[config.mk]
export PLATFORM = sky130hd
export DESIGN_NAME = madd_msub_unit
export DESIGN_NICKNAME = d
export VERILOG_FILES = /design/src/rtl/madd_msub_unit.sv
export SDC_FILE = /design/constraint.sdc
export NUM_CORES = 2
export LEC_CHECK = 0
export ABC_AREA = 1
export CAP_MARGIN = 20
export CORE_MARGIN = 1
export CORE_UTILIZATION = 47
export CTS_BUF_LIST = sky130_fd_sc_hd__clkbuf_4 sky130_fd_sc_hd__clkbuf_8
export CTS_CLUSTER_SIZE = 16
export DETAILED_ROUTE_END_ITERATION = 10
export GPL_TIMING_DRIVEN = 1
export SLEW_MARGIN = 30
export SYNTH_ARGS = -nofsm -noshare
export SYNTH_HDL_FRONTEND = slang
export SYNTH_SLANG_ARGS = --single-unit
[constraint.sdc]
create_clock -name clk -period 16 [get_ports clk]
set_input_delay 2.4 -clock clk [delete_from_list [all_inputs] [get_ports clk]]
set_output_delay 2.4 -clock clk [all_outputs]
set_load 0.05 [all_outputs]
[src/rtl/madd_msub_unit.sv]
// Purpose : EX-stage sequencer for MADD/MADDU/MSUB/MSUBU, {HI,LO} +/- (opdata1 * opdata2).
// Latency : start accepted in cycle 0, whilo/hilo_o presented in cycle 3; stallreq high cycles 0-2.
// Backpr. : DONE holds its result while stall[3] is set; flush aborts from any state.
// Ports   : clk/rst (async active-high) | flush, stall[5:0] pipeline control |
//           start, op, opdata1, opdata2, hi_i, lo_i request side |
//           stallreq, hilo_o, whilo, busy result side toward EX/MEM.
module madd_msub_unit #(
  parameter int DW = 32
) (
  input  logic            clk,
  input  logic            rst,
  input  logic            flush,
  input  logic [5:0]      stall,
  input  logic            start,
  input  logic [1:0]      op,
  input  logic [DW-1:0]   opdata1,
  input  logic [DW-1:0]   opdata2,
  input  logic [DW-1:0]   hi_i,
  input  logic [DW-1:0]   lo_i,
  output logic            stallreq,
  output logic [2*DW-1:0] hilo_o,
  output logic            whilo,
  output logic            busy
);

  typedef enum logic [1:0] {IDLE, MUL, ACC, DONE} state_t;

  state_t            state_q, state_d;
  logic [1:0]        op_q, op_d;       // op[0]=1: unsigned, op[1]=1: subtract
  logic [DW-1:0]     opa_q, opa_d;
  logic [DW-1:0]     opb_q, opb_d;
  logic [2*DW-1:0]   hilo_q, hilo_d;
  logic [2*DW-1:0]   prod_q, prod_d;
  logic [2*DW-1:0]   res_q, res_d;
  logic [2*DW-1:0]   ext_a, ext_b, mul_full;

  // Only the EX/MEM hold bit matters to this block.
  logic unused_stall;
  assign unused_stall = ^{stall[5:4], stall[2:0]};

  // Extending both operands to 2*DW and keeping the low 2*DW bits of the
  // product gives the exact signed or unsigned result, so one multiplier
  // serves all four opcodes.
  always_comb begin
    ext_a    = {{DW{opa_q[DW-1] & ~op_q[0]}}, opa_q};
    ext_b    = {{DW{opb_q[DW-1] & ~op_q[0]}}, opb_q};
    mul_full = ext_a * ext_b;
  end

  always_comb begin
    state_d  = state_q;
    op_d     = op_q;
    opa_d    = opa_q;
    opb_d    = opb_q;
    hilo_d   = hilo_q;
    prod_d   = prod_q;
    res_d    = res_q;
    stallreq = 1'b0;
    whilo    = 1'b0;
    hilo_o   = '0;

    case (state_q)
      IDLE: begin
        if (start) begin
          stallreq = 1'b1;
          state_d  = MUL;
          op_d     = op;
          opa_d    = opdata1;
          opb_d    = opdata2;
          hilo_d   = {hi_i, lo_i};
        end
      end
      MUL: begin
        stallreq = 1'b1;
        prod_d   = mul_full;
        state_d  = ACC;
      end
      ACC: begin
        stallreq = 1'b1;
        res_d    = op_q[1] ? (hilo_q - prod_q) : (hilo_q + prod_q);
        state_d  = DONE;
      end
      DONE: begin
        whilo  = 1'b1;
        hilo_o = res_q;
        // start is deliberately not looked at here, so one instruction
        // is accumulated exactly once.
        if (!stall[3]) begin
          state_d = IDLE;
        end
      end
      default: begin
        state_d = IDLE;
      end
    endcase

    // Flush kills whatever is in flight, including a pending write in DONE.
    if (flush) begin
      stallreq = 1'b0;
      whilo    = 1'b0;
      hilo_o   = '0;
      state_d  = IDLE;
      res_d    = '0;
    end

    // Keep the stall request quiet while reset is held, even if start is up.
    if (rst) begin
      stallreq = 1'b0;
    end
  end

  assign busy = (state_q != IDLE);

  always_ff @(posedge clk or posedge rst) begin
    if (rst) begin
      state_q <= IDLE;
      op_q    <= '0;
      opa_q   <= '0;
      opb_q   <= '0;
      hilo_q  <= '0;
      prod_q  <= '0;
      res_q   <= '0;
    end else begin
      state_q <= state_d;
      op_q    <= op_d;
      opa_q   <= opa_d;
      opb_q   <= opb_d;
      hilo_q  <= hilo_d;
      prod_q  <= prod_d;
      res_q   <= res_d;
    end
  end

endmodule

==> flow_summary.json <==
{
  "cts_resized": 0,
  "netlist.area_leader.share_pct": 39.4,
  "synth_edf_count": 0,
  "synth-compound-area-share_pct": 4.37,
  "reg2reg_depth": 24,
  "grt_pass1_wl_um": 290000,
  "slew_violations": 0,
  "seq_area_mm2": 0.00652,
  "worstMarginPinSlew_ps": 966,
  "nNetsFinal": 9255,
  "dieWidth_um": 351,
  "period_needed_ps": 9380,
  "drt-met1-wl_um": 79900,
  "start_util_pct": 47.5,
  "route.met2.wl_um": 85300,
  "io_pins": 207,
  "whs_path_depth": 2,
  "finalCritPeriodShare_pct": 58.6,
  "final_antenna_net_count": 0,
  "cap_violations": 0,
  "drc": 0,
  "antenna_found_initial": 6,
  "root_buffer": "clkbuf_8",
  "cts_hold_buf": 0,
  "hold_class": "flop to flop",
  "grt_pass1_vias": 50393,
  "hpwlAfterDp_um": 150000,
  "die_area_mm2": 0.123,
  "crit_required_ps": 16610,
  "drive_above_1_share_pct": 2.85,
  "hold_violations": 0,
  "ys_seq_area_share_pct": 11.4,
  "synthDistinctLibCells": 47,
  "synth-simple-area-share_pct": 22.4,
  "synth.net_count": 9252,
  "synth_top_family_by_area": "adder cells",
  "status": "finished, final reports clean",
  "synth-seq-cells": 260,
  "rows": 127,
  "wl_per_cell_um": 19.5,
  "final_common_cell": "nand2_1",
  "die_h_um": 351,
  "max_freq_ghz": 0.107,
  "synth-xor-area-share_pct": 1.32,
  "async_reset_ff_share_pct": 100,
  "path_max_fanout": 32,
  "yosys_warnings": 0,
  "cts_tree": "built",
  "path_clk_slew_ps": 60,
  "area_growth_pct": 7.83,
  "multi_input_area_mm2": 0.0421,
  "gr-total-overflow": 0,
  "core_area_mm2": 0.120,
  "synthFlopType": "dfrtp_1",
  "port_buffers": 201,
  "synth_area_leaders": "fa_1, nand2_1, inv_1",
  "vias": 48018,
  "vias_per_cell": 5.13,
  "worstSetupEndpointType": "flop",
  "rsz0062_at_grt": "no",
  "grt_max_degree": 109,
  "clkLatencyLatePin_ps": 750,
  "yosysTopAreaCell": "fa_1",
  "layout_common_cells": "nand2_1, inv_1, fa_1",
  "setup_violations": 0,
  "fin_skew_ps": 99.7,
  "cts_buffer_depth": 3,
  "critical_path_class": "flop to flop",
  "gr-usage-all-layers_pct": 30.9,
  "muxShareOfSynthArea_pct": 0,
  "slew-limit-headroom_pct": 35.6,
  "synthCells": 7706,
  "dr.first_iter.drc_count": 3338,
  "fin_tns_setup_ps": 0,
  "place.gp.congestion": 0.997,
  "avgSynthCellArea_um2": 7.42,
  "dr.pass1.iters": 6,
  "cts_made_buffers": 49,
  "drt-total-wl_um": 182000,
  "crit_path_start_kind": "flop",
  "num-fill-cells": 12118,
  "top_layer": "met5",
  "synth_fa_ha_area_share_pct": 45.6,
  "arrival_ps": 9990,
  "h-tree-depth": 2,
  "post_cts_buffers": 0,
  "cts_sinks": 260,
  "syn_area_mm2": 0.0571,
  "met3WireLength_um": 11900
}
worst paths after layout:
| kind | slack (ps) | start | to |
|---|---|---|---|
| max | 6620 | opa_q[31] | prod_q[60] |
| min in group asynchronous | 2210 | rst | state_q[1] |
| min reg2reg | 480 | prod_q[51] | prod_q[51] |
| min | 480 | prod_q[51] | prod_q[51] |
| max in group asynchronous | 11670 | rst | opa_q[11] |
| max reg2reg | 6620 | opa_q[31] | prod_q[60] |
synthesized netlist by cell type, types with 20 or more instances:
master	instances
nand4_1	55
nand2_1	2332
o22ai_1	20
dfrtp_1	260
fa_1	1126
nand3_1	240
a21oi_1	173
nor3_1	20
xnor2_1	24
inv_1	1931
o21bai_1	31
o21ai_0	191
nor2_1	522
clkbuf_1	312
xor2_1	62
ha_1	280
layer usage:
metal  global-route usage [%]  vias up
li1                         -    22223
met1                     42.4    24049
met2                     51.2     1462
met3                     4.33      276
met4                     8.15        8
met5                        0        -
per-stage QoR:
| stage | hold WS (ps) | setup WS (ps) | utilization, % | cell area, um2 | cells |
|---|---|---|---|---|---|
| finish | 479 | 6620 | 51.2 | 61600 | 9361 |
| global route | 506 | 6200 | 51.2 | 61600 | 9361 |
| floorplan | 449 | 6440 | - | 57100 | 7706 |
| global placement | 464 | 6810 | 50.4 | 60600 | 9270 |
| detailed placement | 466 | 6710 | 50.4 | 60600 | 9270 |
| CTS | 484 | 6680 | 51.2 | 61600 | 9354 |
final cells by class:
cell class              count  area share, %
diodes                      7         0.0284
clock buffers              73           1.44
clock inverters            11          0.223
inverters                1935           11.8
multi-input cells        5179           68.4
flip-flops and latches    260           10.6
well taps                1612           3.27
repair buffers            284           4.27
cell families after synthesis:
family | after synthesis
flops | 260
fa+ha+maj | 1406
xor+xnor | 86
buf+inv | 2267
simple gates | 3230
compound gates | 457
registers in the layout, summed over array words and instances (netlist names):
register	flops
state_q	2
opa_q	32
opb_q	32
hilo_q	64
op_q	2
res_q	64
prod_q	64
critical path: stages, from the launching register on:
cell and delay (ps):
dfrtp_1 340, buf_4 400, nand2_1 140, nor2_1 310
fa_1 540, fa_1 560, fa_1 680, inv_1 350
fa_1 1130, inv_1 430, fa_1 560, fa_1 540
inv_1 50, fa_1 460, fa_1 500, inv_1 40
ha_1 370, a21oi_1 260, o21ai_0 210, a21boi_0 450
nand2_1 100, a21oi_1 450, nand3_1 140, nand3_1 120
nand2_1 60
Power is not shown: default switching activity piles up to over one toggle a cycle in this logic, so the estimate is an artifact.
